[src/rtl/s2p_sched_pkg.sv]
// Shared definitions for the serial-to-parallel scheduler: FSM encoding and
// a constant-evaluable ceiling-log2 helper used for index and counter widths.
package s2p_sched_pkg;

    typedef enum logic [0:0] {
        ST_IDLE  = 1'b0,
        ST_BURST = 1'b1
    } state_e;

    // Never returns less than 1 so a 2-entry index still has a real bit.
    function automatic int clog2(input int value);
        int result;
        result = 1;
        while ((32'sd1 <<< result) < value) begin
            result = result + 1;
        end
        return result;
    endfunction

endpackage

[src/rtl/s2p_sched_rr_arb.sv]
// Round-robin arbiter: one-hot grant searched from the pointer, pointer moves
// past the winner when update_i is asserted.
module rr_arb
    import s2p_sched_pkg::*;
#(
    parameter int  N  = 4,
    localparam int IW = clog2(N)
) (
    input  logic          clk,
    input  logic          rst,
    input  logic [N-1:0]  req_i,
    input  logic          update_i,
    output logic [N-1:0]  grant_o,
    output logic [IW-1:0] grant_id_o
);

    logic [IW-1:0] ptr_q;
    logic [IW-1:0] ptr_d;
    logic [IW:0]   sum_s;
    logic [IW-1:0] idx_s;
    logic          found_s;

    // Priority search starting at ptr_q, wrapping modulo N.
    always_comb begin
        grant_o    = '0;
        grant_id_o = '0;
        found_s    = 1'b0;
        sum_s      = '0;
        idx_s      = '0;
        for (int k = 0; k < N; k++) begin
            sum_s = {1'b0, ptr_q} + (IW + 1)'(k);
            if (sum_s >= (IW + 1)'(N)) begin
                sum_s = sum_s - (IW + 1)'(N);
            end else begin
                sum_s = sum_s;
            end
            idx_s = sum_s[IW-1:0];
            if (!found_s && req_i[idx_s]) begin
                grant_o[idx_s] = 1'b1;
                grant_id_o     = idx_s;
                found_s        = 1'b1;
            end else begin
                found_s = found_s;
            end
        end
    end

    // Pointer advance to the requester after the winner.
    always_comb begin
        if (update_i && found_s) begin
            if (grant_id_o == IW'(N - 1)) begin
                ptr_d = '0;
            end else begin
                ptr_d = grant_id_o + IW'(1);
            end
        end else begin
            ptr_d = ptr_q;
        end
    end

    // Pointer register; requester 0 leads after reset.
    always_ff @(posedge clk or posedge rst) begin
        if (rst) begin
            ptr_q <= '0;
        end else begin
            ptr_q <= ptr_d;
        end
    end

endmodule

[src/rtl/s2p_sched.sv]
// Serial-to-parallel scheduler: arbitrates N beat streams, packs P beats of the
// granted requester into one word and presents it with its source id.
module s2p_sched
    import s2p_sched_pkg::*;
#(
    parameter int  N       = 4,
    parameter int  P       = 2,
    parameter int  DATA_IN = 8,
    localparam int IW      = clog2(N)
) (
    input  logic                 clk,
    input  logic                 rst,
    input  logic                 flush,
    input  logic [N-1:0]         req_valid,
    input  logic [N*DATA_IN-1:0] req_data,
    output logic [N-1:0]         req_ready,
    output logic [P*DATA_IN-1:0] out_data,
    output logic [IW-1:0]        out_id,
    output logic                 out_valid,
    input  logic                 out_ready,
    output logic                 busy
);

    localparam int CW = clog2(P);
    localparam int PW = P * DATA_IN;
    localparam int HW = (P - 1) * DATA_IN;

    state_e        state_q, state_d;
    logic [N-1:0]  grant_q, grant_d;
    logic [IW-1:0] grant_id_q, grant_id_d;
    logic [CW-1:0] cnt_q, cnt_d;
    logic [HW-1:0] pack_q, pack_d;
    logic [PW-1:0] out_data_q, out_data_d;
    logic [IW-1:0] out_id_q, out_id_d;
    logic          out_valid_q, out_valid_d;

    logic [N-1:0]       arb_grant_s;
    logic [IW-1:0]      arb_id_s;
    logic               arb_update_s;
    logic [DATA_IN-1:0] beat_s;
    logic [PW-1:0]      word_s;
    logic               last_s;
    logic               accept_s;

    rr_arb #(.N(N)) u_arb (
        .clk        (clk),
        .rst        (rst),
        .req_i      (req_valid),
        .update_i   (arb_update_s),
        .grant_o    (arb_grant_s),
        .grant_id_o (arb_id_s)
    );

    // Beat of the granted requester and the word it would complete.
    always_comb begin
        beat_s = '0;
        for (int i = 0; i < N; i++) begin
            if (grant_q[i]) begin
                beat_s = req_data[i*DATA_IN +: DATA_IN];
            end else begin
                beat_s = beat_s;
            end
        end
        word_s   = {pack_q, beat_s};
        last_s   = (cnt_q == CW'(P - 1));
        accept_s = |(req_valid & req_ready);
    end

    // Output process: the closing beat waits for a free or draining slot.
    always_comb begin
        req_ready = '0;
        case (state_q)
            ST_IDLE: req_ready = '0;
            ST_BURST: begin
                if (!flush && (!last_s || !out_valid_q || out_ready)) begin
                    req_ready = grant_q;
                end else begin
                    req_ready = '0;
                end
            end
            default: req_ready = '0;
        endcase
    end

    // Next-state process; flush wins over both arbitration and acceptance.
    always_comb begin
        state_d      = state_q;
        arb_update_s = 1'b0;
        case (state_q)
            ST_IDLE: begin
                if (!flush && (|req_valid)) begin
                    state_d      = ST_BURST;
                    arb_update_s = 1'b1;
                end else begin
                    state_d = ST_IDLE;
                end
            end
            ST_BURST: begin
                if (flush || (accept_s && last_s)) begin
                    state_d = ST_IDLE;
                end else begin
                    state_d = ST_BURST;
                end
            end
            default: state_d = ST_IDLE;
        endcase
    end

    // Datapath next-state: grant capture, packing and output slot.
    always_comb begin
        grant_d    = grant_q;
        grant_id_d = grant_id_q;
        cnt_d      = cnt_q;
        pack_d     = pack_q;
        out_data_d = out_data_q;
        out_id_d   = out_id_q;
        if (arb_update_s) begin
            grant_d    = arb_grant_s;
            grant_id_d = arb_id_s;
        end else begin
            grant_d = grant_q;
        end
        if (out_ready) begin
            out_valid_d = 1'b0;
        end else begin
            out_valid_d = out_valid_q;
        end
        if (flush) begin
            cnt_d  = '0;
            pack_d = '0;
        end else if (accept_s && last_s) begin
            cnt_d       = '0;
            pack_d      = '0;
            out_data_d  = word_s;
            out_id_d    = grant_id_q;
            out_valid_d = 1'b1;
        end else if (accept_s) begin
            cnt_d  = cnt_q + CW'(1);
            pack_d = word_s[HW-1:0];
        end else begin
            cnt_d = cnt_q;
        end
    end

    // State and datapath registers.
    always_ff @(posedge clk or posedge rst) begin
        if (rst) begin
            state_q     <= ST_IDLE;
            grant_q     <= '0;
            grant_id_q  <= '0;
            cnt_q       <= '0;
            pack_q      <= '0;
            out_data_q  <= '0;
            out_id_q    <= '0;
            out_valid_q <= 1'b0;
        end else begin
            state_q     <= state_d;
            grant_q     <= grant_d;
            grant_id_q  <= grant_id_d;
            cnt_q       <= cnt_d;
            pack_q      <= pack_d;
            out_data_q  <= out_data_d;
            out_id_q    <= out_id_d;
            out_valid_q <= out_valid_d;
        end
    end

    assign out_data  = out_data_q;
    assign out_id    = out_id_q;
    assign out_valid = out_valid_q;
    assign busy      = (state_q == ST_BURST);

endmodule

[config.mk]
export PLATFORM = sky130hd
export DESIGN_NAME = s2p_sched
export DESIGN_NICKNAME = d
export VERILOG_FILES = /design/src/rtl/s2p_sched_pkg.sv /design/src/rtl/s2p_sched_rr_arb.sv /design/src/rtl/s2p_sched.sv
export SDC_FILE = /design/constraint.sdc
export NUM_CORES = 1
export LEC_CHECK = 0
export ABC_AREA = 1
export CAP_MARGIN = 20
export CORE_MARGIN = 2
export CORE_UTILIZATION = 40
export CTS_CLUSTER_DIAMETER = 200
export DETAILED_ROUTE_END_ITERATION = 10
export PLACE_DENSITY = 0.68
export REMOVE_ABC_BUFFERS = 1
export SLEW_MARGIN = 5
export SYNTH_ARGS = -nofsm -noshare
export SYNTH_HDL_FRONTEND = slang
export SYNTH_HIERARCHICAL = 1
export SYNTH_SLANG_ARGS = --single-unit
[constraint.sdc]
create_clock -name clk -period 3 [get_ports clk]
set_input_delay 0.3 -clock clk [delete_from_list [all_inputs] [get_ports clk]]
set_output_delay 0.3 -clock clk [all_outputs]
set_load 0.01 [all_outputs]
==> Word-level counts from Yosys, hierarchy flattened <==
Cells that the tools add are included.
{ "word_totals": {"reg_bits": 37, "inputBits": 40} }
{ "classes": {"n_lt_le_gt_ge": 12, "eq_ne": 1, "n_addsub": 9, "reduce_logical": 24, "n_bitwise": 6, "mux": 52} }
{ "ops": {"columns": ["cell", "count"], "rows": [
  ["two-way mux 8 bit", 7],
  ["two-way mux 1 bit", 21],
  ["two-way mux 4 bit", 5],
  ["two-way mux 2 bit", 9],
  ["< comparator 2 x 3 -> 1 bit, second input constant", 4],
  ["OR 4 bit", 3],
  ["logical AND 1 bit", 11],
  ["greater-or-equal comparator 3 bit, second input constant", 3],
  ["binary-select mux 1 bit (select 2 bit)", 4],
  ["demux 1 bit (select 2 bit)", 4],
  ["greater-or-equal comparator 2 x 1 -> 1 bit, second input constant", 4],
  ["case mux 4 bit (2 select lines)", 1],
  ["OR reduction 4 bit", 2],
  ["subtractor 2 x 1 -> 2 bit, second input constant", 4],
  ["adder 2 x 2 -> 3 bit, second input constant", 2],
  ["logical NOT 1 bit", 6],
  ["AND 4 bit", 1],
  ["adder 2 x 1 -> 3 bit, second input constant", 1],
  ["greater-or-equal comparator 2 x 3 -> 1 bit, second input constant", 1],
  ["logical OR 1 bit", 3],
  ["nonzero test 3 bit", 1],
  ["adder 2 x 1 -> 2 bit, second input constant", 1],
  ["equality test 2 bit, second input constant", 1],
  ["inverter 1 bit", 2],
  ["other kinds (3)", 3]
]} }

==> Longest topological paths before layout <==
Gate-level depths: netlist (run 1).
{ "logic_depth": {"ltp_word": 16, "depth_mapped": 12, "ltp_nobuf": 12} }

==> Hierarchy <==
Netlist (run 1), hierarchy kept.
{ "by_module_without_submodules": {"columns": ["mod", "area_per_inst_um2", "cells_each", "n_inst"], "rows": [
  ["s2p_sched", 1736.7, 237, 1],
  ["rr_arb", 599.3, 92, 1]
]} }

==> Least setup slack after synthesis (run 1) <==
No wires, ideal clock.
{ "synth_timing": {"path_type": "reg2reg", "from": "register (tool-made name)", "to": "register grant_q[2]", "path_slack_ns": 1.137, "arrival_time_ns": 1.735, "stages_incl_launch_ff": 13, "period_less_slack_ns": 1.863, "n_path_buf": 0, "cell_sequence": "dfrtp_1 -> inv_4 -> ha_1 -> inv_1 -> nand3_2 -> nand2_4 -> nor2_2 -> inv_1 -> o21ai_0 -> a21oi_1 -> o21ai_1 -> nand2_1 -> o21ai_0"} }
{ "synth_rtl": {"columns": ["element", "line", "text"], "rows": [
  ["to (signal assigned)", "s2p_sched.sv:158", "grant_q <= grant_d;"],
  ["to (decl)", "s2p_sched.sv:29", "logic [N-1:0] grant_q, grant_d;"]
]} }

==> Worst setup path after layout (run 1) <==
{ "layout_timing": {"from": "input flush", "to": "output req_ready[0]"} }
{ "layout_between": {"elab_chain_cells": 4} }
{ "layout_lines": {"columns": ["element", "line", "text"], "rows": [
  ["from (decl)", "s2p_sched.sv:13", "input logic flush,"],
  ["logical NOT 1 bit", "s2p_sched.sv:75", "if (!flush && (!last_s || !out_valid_q || out_ready)) begin"],
  ["logical AND 1 bit", "s2p_sched.sv:75", null],
  ["two-way mux 4 bit", "s2p_sched.sv:75", null],
  ["case mux 4 bit (2 select lines)", "s2p_sched.sv:72", "case (state_q)"],
  ["to (decl)", "s2p_sched.sv:16", "output logic [N-1:0] req_ready,"]
]} }
Every way passes these cells.

==> flow_metrics.py, run 1 <==
metrics = {
    "finish": {
        "fillers": 547,
        "num_antenna_cells": 0,
        "final_core_util_pct": 56.7,
        "num-nets-final": 442,
        "area_growth_pct": 35.4,
        "drive_gt1_share_pct": 11.1,
    },
    "synthesis": {
        "synth_seq_cells": 37,
        "syn_avg_cell_area_um2": 7.10,
        "synth_largest_area_cell": "dfrtp_1",
        "synth_top_area_share_pct": 39.6,
        "synthArstFlopShare_pct": 100,
        "netlist_area_um2": 2340,
        "ys.flop_type": "dfrtp_1",
        "synth.area.top_cells": "dfrtp_1, nand2_1, a21oi_1, inv_1, nand4_1",
        "yosysUniqueCellTypes": 30,
        "yosysMostFrequentCell": "nand2_1",
        "synth_cells": 329,
        "synth-edff-count": 0,
        "synth_warnings": 6,
        "synth_common_cells": "nand2_1, dfrtp_1, inv_1, a21oi_1, nor2_1",
        "synth_seq_area_share_pct": 39.6,
    },
    "hold_path": {
        "holdCritPathClass": "in -> async",
    },
    "timing": {
        "skew_ps": 5.41,
        "slew_viol_final": 0,
        "finalHoldViolCount": 0,
        "min_period_ps": 2090,
        "fin_crit_sh_pct": 69.6,
        "max_slew_margin_pct": 71.0,
        "hold_ws_ps": 172,
        "max_freq_mhz": 479,
        "rsz0062_at_grt": "no",
        "tightestPinTransition_ps": 434,
        "setup_viol": 0,
        "fin_setup_tns_ps": 0,
    },
    "setup_path": {
        "path_cells": "clkdlybuf4s50_1, inv_1, nand2_1, nor2_1, clkdlybuf4s50_1",
        "cpLargestDelayFamily": "buffers and inverters",
        "startpoint_type": "primary input",
        "startpoint": "flush",
        "crit_arrival_ps": 1790,
        "r2r_cells": 12,
        "crit-reg2reg-capture": "grant_q[2]$_DFFE_PP0P_",
        "cp_num_buf_inv": 3,
        "worstSetupPathDepth": 5,
        "cp-end-kind": "output port",
        "worstPathMaxFanout": 6,
        "endpoint": "req_ready[0]",
        "worst_path_max_delay_cell": "clkdlybuf4s50_1",
        "r2r_setup_slack_ps": 910,
        "timing.critical_path.mode_cell": "clkdlybuf4s50_1",
        "crit_required_ps": 2700,
        "criticalPathCategory": "in -> out",
        "critical-path-max-stage-delay_ps": 560,
        "r2r_start": "u_arb/ptr_q[1]$_DFFE_PP0P_",
    },
    "route": {
        "wirelength_mm": 5.88,
        "drc_errors": 0,
        "via_count": 2292,
        "detail-route-antenna-nets": 0,
        "routed_via_density": 4.89,
        "first_pass_iters": 4,
        "wl_per_cell_um": 12.5,
        "drt_iter0_drc": 109,
    },
    "cts": {
        "cts_sinks": 37,
        "cts_tree": "built",
        "clk_pin_slew_ps": 80,
        "post_cts_buffers": 0,
        "postCtsResizedCells": 0,
        "holdBufCountCts": 0,
        "clk_path_buf_depth": 2,
        "cts_max_level": 2,
        "cts_buffers": 5,
        "clock-root-buffer": "clkbuf_8",
        "clk_latency_ps": 300,
    },
    "floorplanning": {
        "pin_count": 64,
        "core-area_um2": 5570,
        "chipWidth_um": 80.4,
        "die_h_um": 80.4,
        "die_area_um2": 6470,
        "start_util_pct": 41.9,
        "placementRows": 27,
    },
    "global_route": {
        "grt_max_degree": 36,
        "antenna_found_initial": 0,
        "grt_pass1_vias": 2253,
        "use_met1_pct": 23.1,
        "use_met3_pct": 3.60,
        "grt_pass1_wl_mm": 9.95,
        "gr-total-overflow": 0,
        "top_usage_layer": "met2",
        "met2_usage_pct": 35.9,
        "track_usage_pct": 19.8,
    },
    "placed_design": {
        "dpl.hpwl_mm": 4.61,
        "gp_congestion": 0.936,
        "io_buffer_count": 63,
    },
    "power_and_ir_drop": {
        "powerDensity_nw_per_um2": 833,
        "leakage_nw": 1.61,
        "peakVddDrop_mv": 0.531,
    },
    "outcome": {
        "status": "finished, final reports clean",
    },
    "job": {
        "drv_cap": 0,
    },
}
[how the worst min path moves through the flow]
| stage | from | end | cells after the start |
|---|---|---|---|
| detailed placement | pack_q[4]$_DFFE_PP0P_ | out_data[12]$_DFFE_PP0P_ | 2 |
| floorplan | rst | asynchronous set/reset pin | 1 |
| global placement | pack_q[3]$_DFFE_PP0P_ | out_data[11]$_DFFE_PP0P_ | 2 |
| global route | rst | u_arb/ptr_q[1]$_DFFE_PP0P_ | 2 |
| finish | rst | u_arb/ptr_q[1]$_DFFE_PP0P_ | 2 |
| CTS | rst | u_arb/ptr_q[1]$_DFFE_PP0P_ | 2 |
[power breakdown]
group	switching [W]	internal, W	total, W
clock network	0.000193	0.000249	0.000441
logic	0.000882	0.000558	0.00144
registers	0.000132	0.000621	0.000753
[per-layer routing]
metal | part of all wire [%] | vias to the layer above
met5 | 0 | -
met4 | 1.9 | 0
met3 | 4.5 | 14
met2 | 51 | 58
met1 | 42 | 1038
li1 | - | 1182
[layout make-up]
type | instances | area (µm²) | area share, %
clock buffers | 5 | 68.8 | 2.18
clock inverters | 3 | 46.3 | 1.46
inverters | 32 | 125 | 3.96
multi-input cells | 252 | 1240 | 39.1
flip-flops and latches | 37 | 926 | 29.3
well taps | 72 | 90.1 | 2.85
repair buffers | 68 | 668 | 21.1
[layout by cell type (no fill, tap or decap), types with 2 or more instances in the layout]
| cell | synthesis | layout |
|---|---|---|
| clkinv_1 | 3 | 3 |
| inv_2 | 2 | 2 |
| clkbuf_8 | 0 | 5 |
| buf_4 | 1 | 5 |
| nand2_4 | 3 | 3 |
| a21oi_1 | 22 | 22 |
| nor2_4 | 2 | 2 |
| nand3_1 | 4 | 4 |
| o21ai_1 | 5 | 5 |
| o22ai_1 | 2 | 2 |
| dfrtp_1 | 37 | 37 |
| nand4_1 | 13 | 13 |
| nor2_1 | 17 | 17 |
| nor2_2 | 2 | 2 |
| inv_1 | 25 | 25 |
| o21ai_0 | 6 | 6 |
| inv_4 | 2 | 2 |
| clkdlybuf4s50_1 | 0 | 63 |
| ha_1 | 6 | 6 |
| nand3_2 | 8 | 8 |
| nand2_1 | 148 | 148 |
| nand2_2 | 7 | 7 |
[registers in the layout, indices dropped and copies added (netlist names), named ones only]
| signal | cells |
|---|---|
| out_data | 16 |
| pack_q | 8 |
| grant_q | 4 |
| grant_id_q | 2 |
| out_id | 2 |
| busy | 1 |
| cnt_q | 1 |
| out_valid | 1 |
| u_arb/ptr_q | 1 |
[logic make-up (layout without fill, tap and decap cells)]
logic type	Yosys count	after routing	share of synthesized area (%)
flops	37	37	39.6
fa+ha+maj	6	6	3.21
compound gates	38	38	8.68
simple gates	208	208	41.1
buf+inv	40	108	7.39
[metrics by stage]
step                      power (W)  setup WS [ps]  std cells  area (µm²)
after CTS                   0.00266            895        469        3160
after detailed placement    0.00221            905        461        3050
after floorplan             0.00175           1110        321        2290
after global routing        0.00286            656        469        3160
after global placement      0.00218            924        461        3050
final                       0.00263            911        469        3160
(Power assumes the default switching activity.)
==> run 2, diff against run 1 <==
- clock period: 3 -> 2.18 ns (I/O delays scaled with it)
==> flow_metrics.py, run 2 (synthesis results as in run 1) <==
metrics = {
    "outcome": {
        "status": "finished, final reports clean",
    },
    "route": {
        "drt_iter0_drc": 96,
        "drc_errors": 0,
        "wl_per_cell_um": 12.0,
        "routed_via_density": 4.91,
        "via_count": 2319,
        "detail-route-antenna-nets": 0,
        "wirelength_mm": 5.68,
        "first_pass_iters": 4,
    },
    "cts": {
        "holdBufCountCts": 0,
        "postCtsResizedCells": 0,
        "clk_pin_slew_ps": 70,
        "cts_max_level": 2,
        "cts_tree": "built",
        "clock-root-buffer": "clkbuf_8",
        "cts_buffers": 5,
        "post_cts_buffers": 0,
        "clk_latency_ps": 280,
        "cts_sinks": 37,
        "clk_path_buf_depth": 2,
    },
    "finish": {
        "final_core_util_pct": 56.8,
        "num_antenna_cells": 0,
        "mostFrequentLayoutCell": "nand2_1",
        "final_cell_mix": "nand2_1, clkdlybuf4s50_1, dfrtp_1, inv_1, a21oi_1",
        "drive_gt1_share_pct": 11.8,
        "largest_reg_flops": 16,
        "area_growth_pct": 35.6,
        "num-nets-final": 446,
    },
    "placed_design": {
        "dpl.hpwl_mm": 4.54,
        "io_buffer_count": 63,
        "gp_congestion": 0.929,
    },
    "floorplanning": {
        "pin_count": 64,
        "chipWidth_um": 80.4,
        "die_area_um2": 6470,
        "start_util_pct": 41.9,
        "core-area_um2": 5570,
        "die_h_um": 80.4,
        "placementRows": 27,
    },
    "power_and_ir_drop": {
        "powerDensity_nw_per_um2": 1110,
        "peakVddDrop_mv": 0.781,
        "leakage_nw": 1.62,
    },
    "timing": {
        "tightestPinTransition_ps": 438,
        "slew_viol_final": 0,
        "rsz0062_at_grt": "no",
        "min_period_ps": 1960,
        "hold_ws_ps": 117,
        "max_freq_mhz": 511,
        "fin_setup_tns_ps": 0,
        "finalHoldViolCount": 0,
        "skew_ps": 5.37,
        "setup_viol": 0,
        "fin_crit_sh_pct": 89.7,
        "max_slew_margin_pct": 70.8,
    },
    "setup_path": {
        "startpoint_type": "primary input",
        "crit_required_ps": 1960,
        "cp-end-kind": "output port",
        "criticalPathCategory": "in -> out",
        "worstPathMaxFanout": 7,
        "crit_arrival_ps": 1740,
    },
    "global_route": {
        "antenna_found_initial": 0,
        "grt_pass1_wl_mm": 9.50,
        "grt_max_degree": 36,
        "track_usage_pct": 18.4,
        "gr-total-overflow": 0,
        "grt_pass1_vias": 2179,
    },
    "job": {
        "drv_cap": 0,
    },
    "hold_path": {
        "holdCritPathClass": "in -> async",
    },
}
[run 2: changes by cell type in the layout (fill, tap and decap cells not counted)]
| cell | previous run | this run |
|---|---|---|
| bufinv_16 | 1 | 0 |
| clkinv_4 | 1 | 0 |
| buf_4 | 5 | 9 |
| clkbuf_8 | 5 | 6 |
[run 2: final cells by class]
type / count / area [µm²]
clock buffer: 6 / 82.6
clock inverter: 1 / 7.51
fill: 541 / 2410
inverter: 32 / 125
multi-input combinational: 252 / 1240
sequential: 37 / 926
tap: 72 / 90.1
timing repair buffer: 72 / 698
[run 2: final timing paths]
kind	to	slack, ps	cells past startpoint	start
max	req_ready[0]	220	5	flush
min	asynchronous set/reset pin	120	2	rst
max reg2reg	grant_q[2]$_DFFE_PP0P_	310	11	register
min reg2reg	grant_id_q[1]$_DFFE_PP0P_	470	2	grant_id_q[1]$_DFFE_PP0P_
max in group asynchronous	grant_q[0]$_DFFE_PP0P_	1490	3	rst
min in group clk	grant_id_q[1]$_DFFE_PP0P_	470	2	grant_id_q[1]$_DFFE_PP0P_
[run 2: stage by stage]
step | setup slack, ps | area [µm²] | power, W | std cells
5_1_grt | 121 | 3170 | 0.00384 | 472
3_3_place_gp | 272 | 3080 | 0.00303 | 465
6_report | 224 | 3170 | 0.00353 | 472
3_5_place_dp | 241 | 3080 | 0.00307 | 465
2_1_floorplan | 295 | 2290 | 0.00240 | 321
4_1_cts | 231 | 3170 | 0.00355 | 472
[run 2: metal layers]
metal / track usage [%] / vias up / wire length (µm)
li1: - / 1185 / -
met1: 21.3 / 1078 / 2390
met2: 35.5 / 47 / 2990
met3: 3.26 / 9 / 241
met4: 3.05 / 0 / 68
met5: 0 / - / 0
[run 2: critical path, cell delays in order]
cell and delay (ps):
clkdlybuf4s50_1 490, inv_1 210, nand2_1 150, nor2_1 110, clkdlybuf4s50_1 550
[run 2: power breakdown]
group	internal (W)	total [W]	switching, W
registers	0.000856	0.00101	0.000157
logic	0.000804	0.00204	0.00124
clock network	0.000250	0.000473	0.000223
==> run 3, diff against run 2 <==
--- a/config.mk
+++ b/config.mk
@@ -12,5 +12,5 @@
 export CTS_CLUSTER_DIAMETER = 200
+export CTS_CLUSTER_SIZE = 12
 export DETAILED_ROUTE_END_ITERATION = 10
 export PLACE_DENSITY = 0.68
-export REMOVE_ABC_BUFFERS = 1
 export SLEW_MARGIN = 5
==> constraint.sdc (replaced) <==
create_clock -name clk -period 2.18 [get_ports clk]
set_input_delay 0.436 -clock clk [delete_from_list [all_inputs] [get_ports clk]]
set_output_delay 0.436 -clock clk [all_outputs]
set_load 0.01 [all_outputs]
==> flow_metrics.py, run 3 (synthesis results as in run 1) <==
metrics = {
    "floorplanning": {
        "die_h_um": 80.4,
        "die_area_um2": 6470,
        "start_util_pct": 41.9,
        "placementRows": 27,
        "core-area_um2": 5570,
        "chipWidth_um": 80.4,
        "pin_count": 64,
    },
    "route": {
        "wl_per_cell_um": 12.4,
        "detail-route-antenna-nets": 0,
        "routed_via_density": 4.82,
        "wirelength_mm": 5.94,
        "via_count": 2299,
        "drt_iter0_drc": 151,
        "drc_errors": 0,
        "first_pass_iters": 4,
    },
    "timing": {
        "skew_ps": 6.85,
        "tightestPinTransition_ps": 453,
        "rsz0062_at_grt": "no",
        "slew_viol_final": 0,
        "max_slew_margin_pct": 69.8,
        "hold_ws_ps": 314,
        "max_freq_mhz": 511,
        "finalHoldViolCount": 0,
        "setup_viol": 0,
        "fin_crit_sh_pct": 89.7,
        "min_period_ps": 1960,
        "setup_ws_ps": 224,
        "fin_setup_tns_ps": 0,
    },
    "power_and_ir_drop": {
        "report.power.total_w": 0.00372,
        "leakage_nw": 1.67,
        "peakVddDrop_mv": 0.862,
        "powerDensity_nw_per_um2": 1150,
    },
    "setup_path": {
        "criticalPathCategory": "in -> out",
        "startpoint_type": "primary input",
        "cp_num_buf_inv": 3,
        "crit-reg2reg-capture": "grant_q[2]$_DFFE_PP0P_",
        "r2r_setup_slack_ps": 250,
        "r2r_cells": 11,
        "critical-path-max-stage-delay_ps": 470,
        "worst_path_max_delay_cell": "clkdlybuf4s50_1",
        "crit_arrival_ps": 1520,
        "worstPathMaxFanout": 5,
        "crit_required_ps": 1740,
        "cpLargestDelayFamily": "buffers and inverters",
        "cp-end-kind": "output port",
        "path_cells": "clkdlybuf4s50_1, inv_1, nand3_2, nand2_2, nor2_1, dlygate4sd2_1",
    },
    "cts": {
        "postCtsResizedCells": 5,
        "clk_latency_ps": 290,
        "cts_max_level": 2,
        "cts_sinks": 37,
        "clk_path_buf_depth": 2,
        "clock-root-buffer": "clkbuf_8",
        "clk_pin_slew_ps": 70,
        "post_cts_buffers": 0,
        "cts_buffers": 5,
        "holdBufCountCts": 0,
        "cts_tree": "built",
    },
    "placed_design": {
        "gp_congestion": 0.928,
        "dpl.hpwl_mm": 4.67,
        "pre_cts_slack_ps": -109,
        "io_buffer_count": 63,
    },
    "job": {
        "drv_cap": 0,
    },
    "global_route": {
        "grt_max_degree": 36,
        "track_usage_pct": 19.7,
        "gr-total-overflow": 0,
        "grt_pass1_wl_mm": 10.1,
        "grt_pass1_vias": 2242,
        "antenna_found_initial": 0,
    },
    "finish": {
        "num_antenna_cells": 0,
        "mostFrequentLayoutCell": "nand2_1",
        "largest_reg_flops": 16,
        "num-nets-final": 450,
        "area_growth_pct": 37.8,
        "drive_gt1_share_pct": 13.1,
        "final_cell_mix": "nand2_1, clkdlybuf4s50_1, dfrtp_1, inv_1, a21oi_1",
    },
    "hold_path": {
        "holdCritPathClass": "in -> async",
    },
    "synthesis": {
        "synthesis.nets": 375,
    },
    "outcome": {
        "status": "finished, final reports clean",
    },
}
## run 3: cell count changes in the layout (fill, tap and decap cells not counted)
cell | before | now
bufinv_16 | 0 | 1
buf_4 | 9 | 13
clkdlybuf4s50_1 | 63 | 59
nand2_1 | 148 | 147
dlygate4sd2_1 | 0 | 4
clkinv_4 | 0 | 1
clkbuf_8 | 6 | 5
nand2_2 | 7 | 8
## run 3: layer usage
metal	vias up	track usage (%)	routed length, µm
li1	1191	-	-
met1	1049	22.5	2460
met5	-	0	0
met2	51	36.8	3130
met4	0	5.08	55
met3	8	4.38	287
## run 3: metrics by stage
step                instance area (µm²)  std cells  utilization [%]
floorplan                          2340        329                -
global placement                   3110        469             55.7
detailed placement                 3110        469             55.7
CTS                                3220        477             57.8
global route                       3220        477             57.8
finish                             3220        477             57.8
## run 3: cell type report
type | count | area (µm²)
repair buffers | 76 | 723
well taps | 72 | 90.1
inverters | 32 | 125
clock inverters | 3 | 46.3
fillers | 540 | 2350
flip-flops and latches | 37 | 926
clock buffers | 5 | 68.8
multi-input cells | 252 | 1240
## run 3: where the power goes
part / switching (W) / internal, W / leakage (nW)
sequential: 0.000123 / 0.000855 / 0.500
combinational: 0.00130 / 0.000843 / 1.12
clock: 0.000251 / 0.000342 / 0.0543
total: 0.00168 / 0.00204 / 1.67
## run 3: worst max path at each step
stage / from / slack [ps] / cells past startpoint / endpoint
floorplan: register / 320 / 12 / grant_q[2]$_DFFE_PP0P_
global placement: out_ready / -80 / 6 / req_ready[3]
detailed placement: out_ready / -110 / 6 / req_ready[2]
CTS: out_ready / 210 / 6 / req_ready[2]
global route: register / 90 / 11 / grant_q[0]$_DFFE_PP0P_
finish: out_ready / 220 / 6 / req_ready[2]
